--- src/rtl/spike_gen_pkg.sv ---
// Shared encodings and constants for the spike train generator and its classifier.
// Jitter-related constants are only consumed when JITTER_EN is defined.
package spike_gen_pkg;

    localparam int SAMPLE_RATE       = 2000;
    localparam int QUIET_DEFAULT     = 16000;
    localparam int JBITS             = 4;
    localparam int MAX_EXCITABILITY  = 100;
    localparam int DECAY_STEP_PERIOD = 8 * SAMPLE_RATE;

    localparam logic [15:0] LFSR_SEED = 16'hACE1;
    localparam logic [15:0] LFSR_TAPS = 16'hB400;

    localparam logic [1:0] EV_C   = 2'b00;
    localparam logic [1:0] EV_B   = 2'b01;
    localparam logic [1:0] EV_A   = 2'b10;
    localparam logic [1:0] EV_INV = 2'b11;

    typedef enum logic [2:0] {
        S_IDLE,
        S_PULSE,
        S_GAP,
        S_QUIET,
        S_FINISH
    } gen_state_t;

    // Anything below one cycle of spacing degenerates to back-to-back pulses.
    function automatic logic [15:0] clamp_isi(input logic [15:0] isi);
        return (isi < 16'd2) ? 16'd1 : isi;
    endfunction

    function automatic logic [15:0] quiet_len(input logic [15:0] q);
        return (q == 16'd0) ? 16'(QUIET_DEFAULT) : q;
    endfunction

endpackage

--- src/rtl/spike_train_gen_lfsr16.sv ---
// 16-bit Galois LFSR (right shift), reloaded with seed on reset, advances when step is high.
module lfsr16
    import spike_gen_pkg::*;
(
    input  logic        clk,
    input  logic        reset,
    input  logic        step,
    input  logic [15:0] seed,
    output logic [15:0] q
);

    always_ff @(posedge clk) begin
        if (reset)
            q <= seed;
        else if (step)
            q <= {1'b0, q[15:1]} ^ (q[0] ? LFSR_TAPS : 16'h0000);
    end

endmodule

--- src/rtl/spike_train_gen.sv ---
// Detection pulse train generator: turns a class/count/spacing command into a pulse train.
// Optional feature: define JITTER_EN to add LFSR-driven jitter to every inter-pulse gap.
module spike_train_gen
    import spike_gen_pkg::*;
(
    input  logic        clk,
    input  logic        reset,
    input  logic        cmd_valid,
    output logic        cmd_ready,
    input  logic [1:0]  cmd_class,
    input  logic [7:0]  cmd_count,
    input  logic [15:0] isi_a_in,
    input  logic [15:0] isi_b_in,
    input  logic [15:0] quiet_in,
    input  logic        abort,
    output logic        detection,
    output logic        busy,
    output logic        done,
    output logic        cmd_err,
    output logic [7:0]  pulses_sent
);

    gen_state_t  state, state_nxt;
    logic [7:0]  count_r;
    logic [15:0] isi_r;
    logic [15:0] cnt;
    logic [15:0] gap_span;
    logic        accept;
    logic        last_pulse;

    assign cmd_ready  = (state == S_IDLE) && !reset;
    assign busy       = (state != S_IDLE);
    assign accept     = cmd_valid && cmd_ready && !abort;
    assign last_pulse = ((pulses_sent + 8'd1) == count_r);

`ifdef JITTER_EN
    logic [15:0] lfsr_q;
    logic [16:0] span_w;

    lfsr16 u_lfsr (
        .clk   (clk),
        .reset (reset),
        .step  (state == S_PULSE),
        .seed  (LFSR_SEED),
        .q     (lfsr_q)
    );

    assign span_w   = {1'b0, isi_r} + {{(17-JBITS){1'b0}}, lfsr_q[JBITS-1:0]};
    assign gap_span = span_w[16] ? 16'hFFFF : span_w[15:0];
`else
    assign gap_span = isi_r;
`endif

    always_ff @(posedge clk) begin
        if (reset)
            state <= S_IDLE;
        else
            state <= state_nxt;
    end

    always_comb begin
        state_nxt = state;
        detection = 1'b0;
        done      = 1'b0;
        case (state)
            S_IDLE: begin
                if (accept) begin
                    case (cmd_class)
                        EV_A, EV_B: state_nxt = (cmd_count == 8'd0) ? S_FINISH : S_PULSE;
                        EV_C:       state_nxt = S_QUIET;
                        default:    state_nxt = S_IDLE;
                    endcase
                end
            end
            S_PULSE: begin
                detection = 1'b1;
                if (last_pulse)
                    state_nxt = S_FINISH;
                else if (gap_span <= 16'd1)
                    state_nxt = S_PULSE;
                else
                    state_nxt = S_GAP;
            end
            S_GAP: begin
                if (cnt == 16'd0)
                    state_nxt = S_PULSE;
            end
            S_QUIET: begin
                if (cnt == 16'd0)
                    state_nxt = S_FINISH;
            end
            S_FINISH: begin
                done      = 1'b1;
                state_nxt = S_IDLE;
            end
            default: state_nxt = S_IDLE;
        endcase
        // Abort wins over everything, including a pulse or done due this cycle.
        if (abort) begin
            state_nxt = S_IDLE;
            detection = 1'b0;
            done      = 1'b0;
        end
    end

    // The shared downcounter times both GAP (span-2) and QUIET (length-1).
    always_ff @(posedge clk) begin
        if (reset) begin
            count_r     <= '0;
            isi_r       <= '0;
            cnt         <= '0;
            pulses_sent <= '0;
            cmd_err     <= 1'b0;
        end else begin
            cmd_err <= 1'b0;
            if (accept) begin
                pulses_sent <= '0;
                count_r     <= cmd_count;
                isi_r       <= clamp_isi((cmd_class == EV_A) ? isi_a_in : isi_b_in);
                cnt         <= quiet_len(quiet_in) - 16'd1;
                cmd_err     <= (cmd_class == EV_INV);
            end else if (!abort) begin
                case (state)
                    S_PULSE: begin
                        pulses_sent <= pulses_sent + 8'd1;
                        cnt         <= (gap_span > 16'd1) ? gap_span - 16'd2 : 16'd0;
                    end
                    S_GAP, S_QUIET: begin
                        if (cnt != 16'd0)
                            cnt <= cnt - 16'd1;
                    end
                    default: ;
                endcase
            end
        end
    end

endmodule

--- config.mk ---
export PLATFORM = sky130hd
export DESIGN_NAME = spike_train_gen
export DESIGN_NICKNAME = d
export VERILOG_FILES = /design/src/rtl/spike_gen_pkg.sv /design/src/rtl/spike_train_gen_lfsr16.sv /design/src/rtl/spike_train_gen.sv
export SDC_FILE = /design/constraint.sdc
export NUM_CORES = 1
export LEC_CHECK = 0
export BUFFER_PORTS_ARGS = -buffer_cell sky130_fd_sc_hd__buf_2
export CAP_MARGIN = 20
export CELL_PAD_IN_SITES_DETAIL_PLACEMENT = 1
export CELL_PAD_IN_SITES_GLOBAL_PLACEMENT = 1
export CORE_AREA = 2 2 94 114
export CTS_BUF_LIST = sky130_fd_sc_hd__clkbuf_4 sky130_fd_sc_hd__clkbuf_8
export DETAILED_ROUTE_END_ITERATION = 16
export DIE_AREA = 0 0 96 116
export MAX_ROUTING_LAYER = met4
export PLACE_DENSITY_LB_ADDON = 0.1
export RECOVER_POWER = 25
export SYNTH_ARGS = -nofsm -noshare
export SYNTH_HDL_FRONTEND = slang
export SYNTH_SLANG_ARGS = --single-unit
export TNS_END_PERCENT = 100
--- constraint.sdc ---
create_clock -name clk -period 1.95 [get_ports clk]
set_input_delay 0.39 -clock clk [delete_from_list [all_inputs] [get_ports clk]]
set_output_delay 0.39 -clock clk [all_outputs]
set_load 0.05 [all_outputs]
==> results by group, run 1 <==
Outcome
  • Outcome: finished with violations
  • Failing checks: negative setup slack

Clock tree
  • CTS Buffer Depth: 2
  • H-tree depth: 2
  • Reg clk slew, reported paths: 0.11 ns
  • Num CTS Buffers: 5
  • CTS root buf: clkbuf_8
  • CTS sink cnt: 52
  • Worst skew pair latency: 0.33 ns
  • CTS tree: done

Timing
  • Final Setup Violations: 15
  • Final Skew: between 0.01 and 0.015 ns
  • Min Tclk post-route: a little over 2 ns
  • Slew of the pin with the lowest slew margin: 0.593 ns
  • Fmax: just under 500 MHz
  • Worst Slack Setup Final: -0.106 ns
  • Max transition margin: about 61%
  • Fin Setup TNS: -0.925 ns
  • RSZ-0062 raised after global routing: yes
  • Final slew viol count: 0
  • Period utilisation layout: 105%
  • Fin. Hold Viols: 0

Power and ir drop
  • Switching share of power: 36.6%
  • Switching power: about 1200 µW
  • Int Power: 2060 µW
  • Clk pwr share: 19.6%
  • Total power: between 3000 and 4000 µW
  • Worst IR drop on VDD: 0.000305 V
  • Gate power share: 44.3%
  • Pleak: 0.00222 µW
  • Sequential Power Share: 36.1%
  • Pwr/cell area: roughly 600 nW/µm²

Hold path
  • Hold path endpoint: count_r[2]
  • Worst hold path type: input port to flop
  • Hold_sp: cmd_count[2]
  • Worst hold stages: 3

Setup path
  • FF-to-FF path depth: 9
  • Critical path's largest stage delay: 0.49 ns
  • Crit path cell chain: inv_2 > ha_4 > or4b_4 > buf_6 > nor4_4 > xor2_1 > a21oi_1 > o21ai_1 > a32o_1
  • Critical path peak fanout: 3
  • CP bufs+invs: 2
  • Worst reg2reg endpoint: cnt[14]
  • Crit-path slowest cell: or4b_4
  • Nature of the critical path endpoint: flop
  • Worst Path Required: 2.17 ns
  • Reg-to-Reg Start: cnt[0]
  • Critical path arrival: 2.27 ns
  • R2R setup slack: -0.11 ns
  • CP startpoint kind: flop
  • Delay-heaviest family, CP: simple AND/OR/NAND/NOR gates
  • CP Class: flop to flop

Cells and area
  • Syn-to-layout area delta: 43.0%
  • Most frequent cells in the layout: 96 x buf_4, 69 x buf_2, 41 x dfxtp_1, 38 x nand2_1, 35 x nor2_1
  • Commonest non-fill, non-tap cell in the layout: buf_4
  • Antenna cells: 0
  • Multi-input logic area: 2800 µm²
  • # fillers: 1205
  • Layout cell share with drive strength beyond 1: a little over two fifths
  • Sequential Area: 1070 µm²
  • Nets: approximately 700
  • Final Util: 54.0%

Place
  • GPL Wtd Cong: 0.880
  • IO Port Bufs: between 70 and 80
  • Hpwl dp: 10.5 mm

Logic synthesis
  • Synth Net Count: ~530
  • Number of synthesized flops with an enable pin: 0
  • Cells after Synth: 462
  • Syn avg cell area: 8.14 µm²
  • Synth warn: 0
  • Register area share after synthesis: 27.7%
  • Post-synth cell types: 68
  • Main flop type after synthesis: dfxtp_1
  • FF+latch count, synth: 52
  • Async SR Flop Fraction: 0%
  • Mapped Area: 3760 µm²

Routing
  • Vias per Instance: 5.60
  • Post-route DRC violation count: 0
  • Drt total wl: between 10 and 15 mm
  • DRT Pass-1 Iters: 4
  • Vias: 4209
  • Wire per inst: approximately 18 µm
  • Detailed Route Iter0 Violations: 145
  • Antenna Violating Nets Remaining: 0

GRT
  • First-pass GRT wire length: 21.2 mm
  • Initial antenna violation count: 0
  • Total GRT Usage: 25.2%
  • Largest net degree at the start of global routing: 34
  • Number of global-route vias before repair: 4375
  • Gr ovfl total: 0

Floorplanning
  • FP Rows: 40
  • IO Pins: 75
  • Chip width: 96 µm
  • Die height: 116 µm
  • Core area: between 9000 and 10000 µm²
  • Starting Density: 37.7%
  • Die Area: between 10000 and 15000 µm²

Flow run
  • Max capacitance violation total: 0
-- tightest hold or removal path, stage by stage --
cell and delay [ns]:
buf_2 0.10, nand2_1 0.05, nand2_1 0.05
-- Yosys cell counts (6+ instances only) --
master,count,share of area [%]
or3_1,8,1.3
nand4_1,8,1.3
nor4_1,15,2.5
clkbuf_1,14,1.4
nand2_1,48,4.8
nor2_1,37,3.7
nand3b_1,15,3.0
mux2_2,6,1.8
nand2b_1,8,1.3
nor3_1,14,1.9
a21oi_1,29,3.9
xor2_1,25,5.8
o21ai_0,18,2.4
ha_1,7,2.3
mux2i_1,14,3.7
dfxtp_1,52,28
xnor2_1,16,3.7
o211ai_1,9,1.8
inv_1,11,1.1
nand3_1,14,1.9
a22o_1,6,1.4
-- worst max-delay path by stage --
stage | cells after the start | endpoint | slack, ns | start
2_1_floorplan | 7 | state[2] | -0.09 | pulses_sent[2]
3_3_place_gp | 10 | cnt[14] | -0.20 | quiet_in[0]
3_5_place_dp | 9 | cnt[14] | -0.24 | cnt[0]
4_1_cts | 8 | cnt[10] | -0.07 | cnt[0]
5_1_grt | 9 | cnt[14] | -0.19 | cnt[1]
6_report | 9 | cnt[14] | -0.11 | cnt[0]
-- power by group through the flow --
stage	logic (µW)	clock network [µW]	registers [µW]
2_1_floorplan	715	0	1200
3_3_place_gp	1240	0	1190
3_5_place_dp	1270	0	1200
4_1_cts	1370	653	1170
5_1_grt	1560	691	1180
6_report	1440	636	1170
-- state kept, by name, summed over array words and instances (netlist names) --
register,count
cmd_err,1
cnt,16
count_r,8
gap_span,16
pulses_sent,8
state,3
-- routing by layer --
layer	part of all wire, %	track usage [%]
met1	41	28.3
met2	54	45.7
met3	2.6	2.73
met4	2.2	8.29
met5	0	-
-- layout make-up --
| cell class | instances | area share [%] |
|---|---|---|
| Clock buffer | 5 | 1.28 |
| Clock inverter | 3 | 0.349 |
| Inverter | 11 | 0.768 |
| Multi-Input combinational cell | 376 | 52.1 |
| Sequential cell | 52 | 19.9 |
| Tap cell | 126 | 2.93 |
| Timing Repair Buffer | 178 | 22.7 |
-- stage by stage --
stage	hold slack (ns)	setup slack [ns]	cells	cell area, µm²
after global routing	0.271	-0.193	751	5370
after CTS	0.266	-0.0693	749	5250
final	0.275	-0.106	751	5370
after floorplan	0.444	-0.0915	462	3830
after detailed placement	0.470	-0.237	733	5000
after global placement	0.465	-0.199	733	5000
-- cells by family after synthesis --
logic type | count (synthesis) | synth area share (%)
flip-flops | 52 | 27.7
buffers and inverters | 34 | 3.86
AND/OR/NAND/NOR | 199 | 30.1
XOR/XNOR | 41 | 9.55
AO/OA/AOI/OAI | 109 | 20.9
multiplexers | 20 | 5.53
adder cells (fa/ha/maj) | 7 | 2.33
-- repair_timing --
item,CTS,global route
pin swaps,10,15
buffers inserted,8,1
resized for setup,23,34
gates cloned,0,1
hold buffers,0,0
setup endpoints to repair,18,28
Power figures use the tool's default switching activity.
==> run 2: changes to the inputs <==
--- a/config.mk
+++ b/config.mk
@@ -16,7 +16,9 @@
 export MAX_ROUTING_LAYER = met4
 export PLACE_DENSITY_LB_ADDON = 0.1
 export RECOVER_POWER = 25
+export SKIP_CTS_REPAIR_TIMING = 1
 export SYNTH_ARGS = -nofsm -noshare
 export SYNTH_HDL_FRONTEND = slang
+export SYNTH_HIERARCHICAL = 1
 export SYNTH_SLANG_ARGS = --single-unit
 export TNS_END_PERCENT = 100
==> run 2 against run 1 <==
Against the previous run: the run still ends with negative setup slack left; clock power about the same; final cell count down 0.80%; register-to-register slack lost 0.06 ns; combinational power shrank 3%; first-iteration DRC count is 12% lower; area after synthesis unchanged; die area unchanged; core utilization down 1.3 points; critical path depth increased by 1; non-clock buffer count decreased by 6; highest routed layer unchanged; sequential share of layout area increased by 0.52 points; critical path type unchanged; synthesized cell count did not move.
==> results by group, run 2 <==
Routing
  • Wire per inst: 17.5 µm (was 17.9 µm)
  • Post-route DRC violation count: 0 (unchanged)
  • Antenna Violating Nets Remaining: 0 (unchanged)
  • DRT Pass-1 Iters: 4 (unchanged)
  • Vias per Instance: 5.59 (was 5.60)
  • Vias: 4166 (was 4209)
  • Detailed Route Iter0 Violations: 128 (was 145)
  • Drt total wl: 13.0 mm (was 13.4 mm)

Hold path
  • Worst hold path type: input port to flop (unchanged)

Logic synthesis
  • Synth warn: 6 (was 0)
  • Yosys top cell by area: dfxtp_1 (unchanged)
  • Synth Net Count: 531 (unchanged)
  • Cells after Synth: 462 (unchanged)
  • Post-synth top area share: 27.7% (unchanged)
  • Mapped Area: 3760 µm² (unchanged)
  • Number of synthesized flops with an enable pin: 0 (unchanged)
  • Syn avg cell area: 8.14 µm² (unchanged)
  • Largest cells by area after synthesis: dfxtp_1 28%, xor2_1 5.8%, nand2_1 4.8%, a21oi_1 3.9%, mux2i_1 3.7% (unchanged)
  • Async SR Flop Fraction: 0% (unchanged)
  • FF+latch count, synth: 52 (unchanged)
  • Post-synth top cells: 52 x dfxtp_1, 48 x nand2_1, 37 x nor2_1, 29 x a21oi_1, 25 x xor2_1 (unchanged)
  • Register area share after synthesis: 27.7% (unchanged)
  • Post-synth cell types: 68 (unchanged)
  • Count leader, synth: dfxtp_1 (unchanged)
  • Main flop type after synthesis: dfxtp_1 (unchanged)

Cells and area
  • Sequential Area: 1070 µm² (about the same)
  • Nets: 687 (was 693)
  • Regs by FF count: cnt: 16 flops, gap_span: 16 flops (unchanged)
  • Commonest non-fill, non-tap cell in the layout: buf_4 (unchanged)
  • Most frequent cells in the layout: 92 x buf_4, 69 x buf_2, 45 x nand2_1, 40 x dfxtp_1, 35 x nor2_1 (was 96 x buf_4, 69 x buf_2, 41 x dfxtp_1, 38 x nand2_1, 35 x nor2_1)
  • Final Util: 52.6% (was 54.0%)
  • # fillers: 1233 (was 1205)
  • Syn-to-layout area delta: 39.5% (was 43.0%)
  • Post-route design area: 5240 µm² (was 5370 µm²)
  • Multi-input logic area: 2740 µm² (was 2800 µm²)
  • Antenna cells: 0 (unchanged)
  • Layout cell share with drive strength beyond 1: 39.6% (was 42.1%)

Timing
  • RSZ-0062 raised after global routing: yes (unchanged)
  • Fin Setup TNS: -1.78 ns (was -0.925 ns)
  • Hold WS: 0.273 ns (was 0.275 ns)
  • Final Setup Violations: 16 (was 15)
  • Max transition margin: 60.6% (unchanged)
  • Fin. Hold Viols: 0 (unchanged)
  • Worst Slack Setup Final: -0.166 ns (was -0.106 ns)
  • Slew of the pin with the lowest slew margin: 0.593 ns (about the same)
  • Final slew viol count: 0 (unchanged)
  • Fmax: 472 MHz (was 486 MHz)
  • Min Tclk post-route: 2.12 ns (was 2.06 ns)
  • Period utilisation layout: 109% (was 105%)
  • Final Skew: 0.0102 ns (was 0.0107 ns)

Setup path
  • Crit path cell chain: inv_2 > ha_4 > or4b_4 > nor3_4 > nand2_2 > o21bai_4 > buf_6 > buf_12 > nand2_1 > a21oi_1 (was inv_2 > ha_4 > or4b_4 > buf_6 > nor4_4 > xor2_1 > a21oi_1 > o21ai_1 > a32o_1)
  • Critical path's largest stage delay: 0.49 ns (about the same)
  • CP startpoint kind: flop (unchanged)
  • Critical path peak fanout: 9 (was 3)
  • Nature of the critical path endpoint: flop (unchanged)
  • CP Class: flop to flop (unchanged)
  • Critical path arrival: 2.36 ns (was 2.27 ns)
  • Crit-path slowest cell: or4b_4 (unchanged)
  • Worst Path Required: 2.20 ns (was 2.17 ns)

Clock tree
  • CTS root buf: clkbuf_8 (unchanged)
  • Num CTS Buffers: 5 (unchanged)
  • CTS tree: done (unchanged)
  • Reg clk slew, reported paths: 0.10 ns (was 0.11 ns)
  • CTS sink cnt: 52 (unchanged)
  • H-tree depth: 2 (unchanged)
  • Worst skew pair latency: 0.33 ns (about the same)
  • CTS Buffer Depth: 2 (unchanged)

Floorplanning
  • Starting Density: 37.7% (unchanged)
  • FP Rows: 40 (unchanged)
  • Chip width: 96 µm (unchanged)
  • Core area: 9960 µm² (unchanged)
  • Die height: 116 µm (unchanged)
  • Die Area: 11100 µm² (unchanged)
  • IO Pins: 75 (unchanged)

GRT
  • Number of global-route vias before repair: 4309 (was 4375)
  • Largest net degree at the start of global routing: 34 (unchanged)
  • First-pass GRT wire length: 20.8 mm (was 21.2 mm)
  • Initial antenna violation count: 0 (unchanged)
  • Total GRT Usage: 24.6% (was 25.2%)
  • Gr ovfl total: 0 (unchanged)

Power and ir drop
  • Switching power: 1170 µW (was 1190 µW)
  • Gate power share: 43.4% (was 44.3%)
  • Switching share of power: 36.4% (was 36.6%)
  • Pwr/cell area: 610 nW/µm² (was 605 nW/µm²)
  • Int Power: 2030 µW (was 2060 µW)
  • Worst IR drop on VDD: 0.000306 V (was 0.000305 V)
  • Clk pwr share: 19.9% (was 19.6%)
  • Pleak: 0.00218 µW (was 0.00222 µW)
  • Sequential Power Share: 36.7% (was 36.1%)

Place
  • DP Area: 5000 µm² (unchanged)
  • IO Port Bufs: 74 (unchanged)
  • Hpwl dp: 10.5 mm (unchanged)
  • GPL Wtd Cong: 0.880 (unchanged)

Flow run
  • Max capacitance violation total: 0 (unchanged)

Outcome
  • Outcome: finished with violations (unchanged)
  • Failing checks: negative setup slack (unchanged)
-- run 2: kinds of logic after synthesis --
family                   share of synthesized area, %
multiplexers                                     5.53
XOR/XNOR                                         9.55
AO/OA/AOI/OAI                                    20.9
AND/OR/NAND/NOR                                  30.1
adder cells (fa/ha/maj)                          2.33
flip-flops                                       27.7
buffers and inverters                            3.86
-- run 2: final cells by class --
class	count	area share, %
Clock inverter	3	0.358
Clock buffer	5	1.31
Inverter	11	0.788
Multi-Input combinational cell	376	52.2
Sequential cell	52	20.4
Tap cell	126	3.01
Timing Repair Buffer	172	22.0
-- run 2: final timing paths --
kind	startpoint	end	slack, ns	cells past startpoint
max	cnt[0]	cnt[2]	-0.17	10
min	cmd_count[2]	count_r[2]	0.27	3
max reg2reg	cnt[0]	cnt[2]	-0.17	10
min reg2reg	count_r[7]	count_r[7]	0.48	2
-- run 2: power groups by stage --
stage	Combinational [µW]	Clock, µW	Sequential, µW
after floorplan	715	0	1200
after global placement	1240	0	1190
after detailed placement	1270	0	1200
after CTS	1280	653	1170
after global routing	1500	693	1180
final	1390	636	1170
-- run 2: metal layers --
layer,up-vias,share of wire (%),global-route usage [%]
met5,-,0,-
met4,0,2.0,7.90
met3,22,2.7,2.60
met2,67,54,44.2
met1,2046,42,28.0
li1,2031,-,-
-- run 2: per-stage QoR --
stage	std cells	worst slack (ns)	total power, µW
after floorplan	462	-0.0915	1910
after global placement	733	-0.199	2430
after detailed placement	733	-0.237	2460
after CTS	741	-0.247	3100
after global routing	745	-0.267	3380
final	745	-0.166	3200
-- run 2: critical path, delay by kind of cell, from the launching register on --
kind                       cells  cell delay [ns]
and+or+nand+nor                4             0.93
DFF                            1             0.35
AOI/OAI and AO/OA              2             0.31
adders and majority gates      1             0.13
buffers and inverters          3             0.32
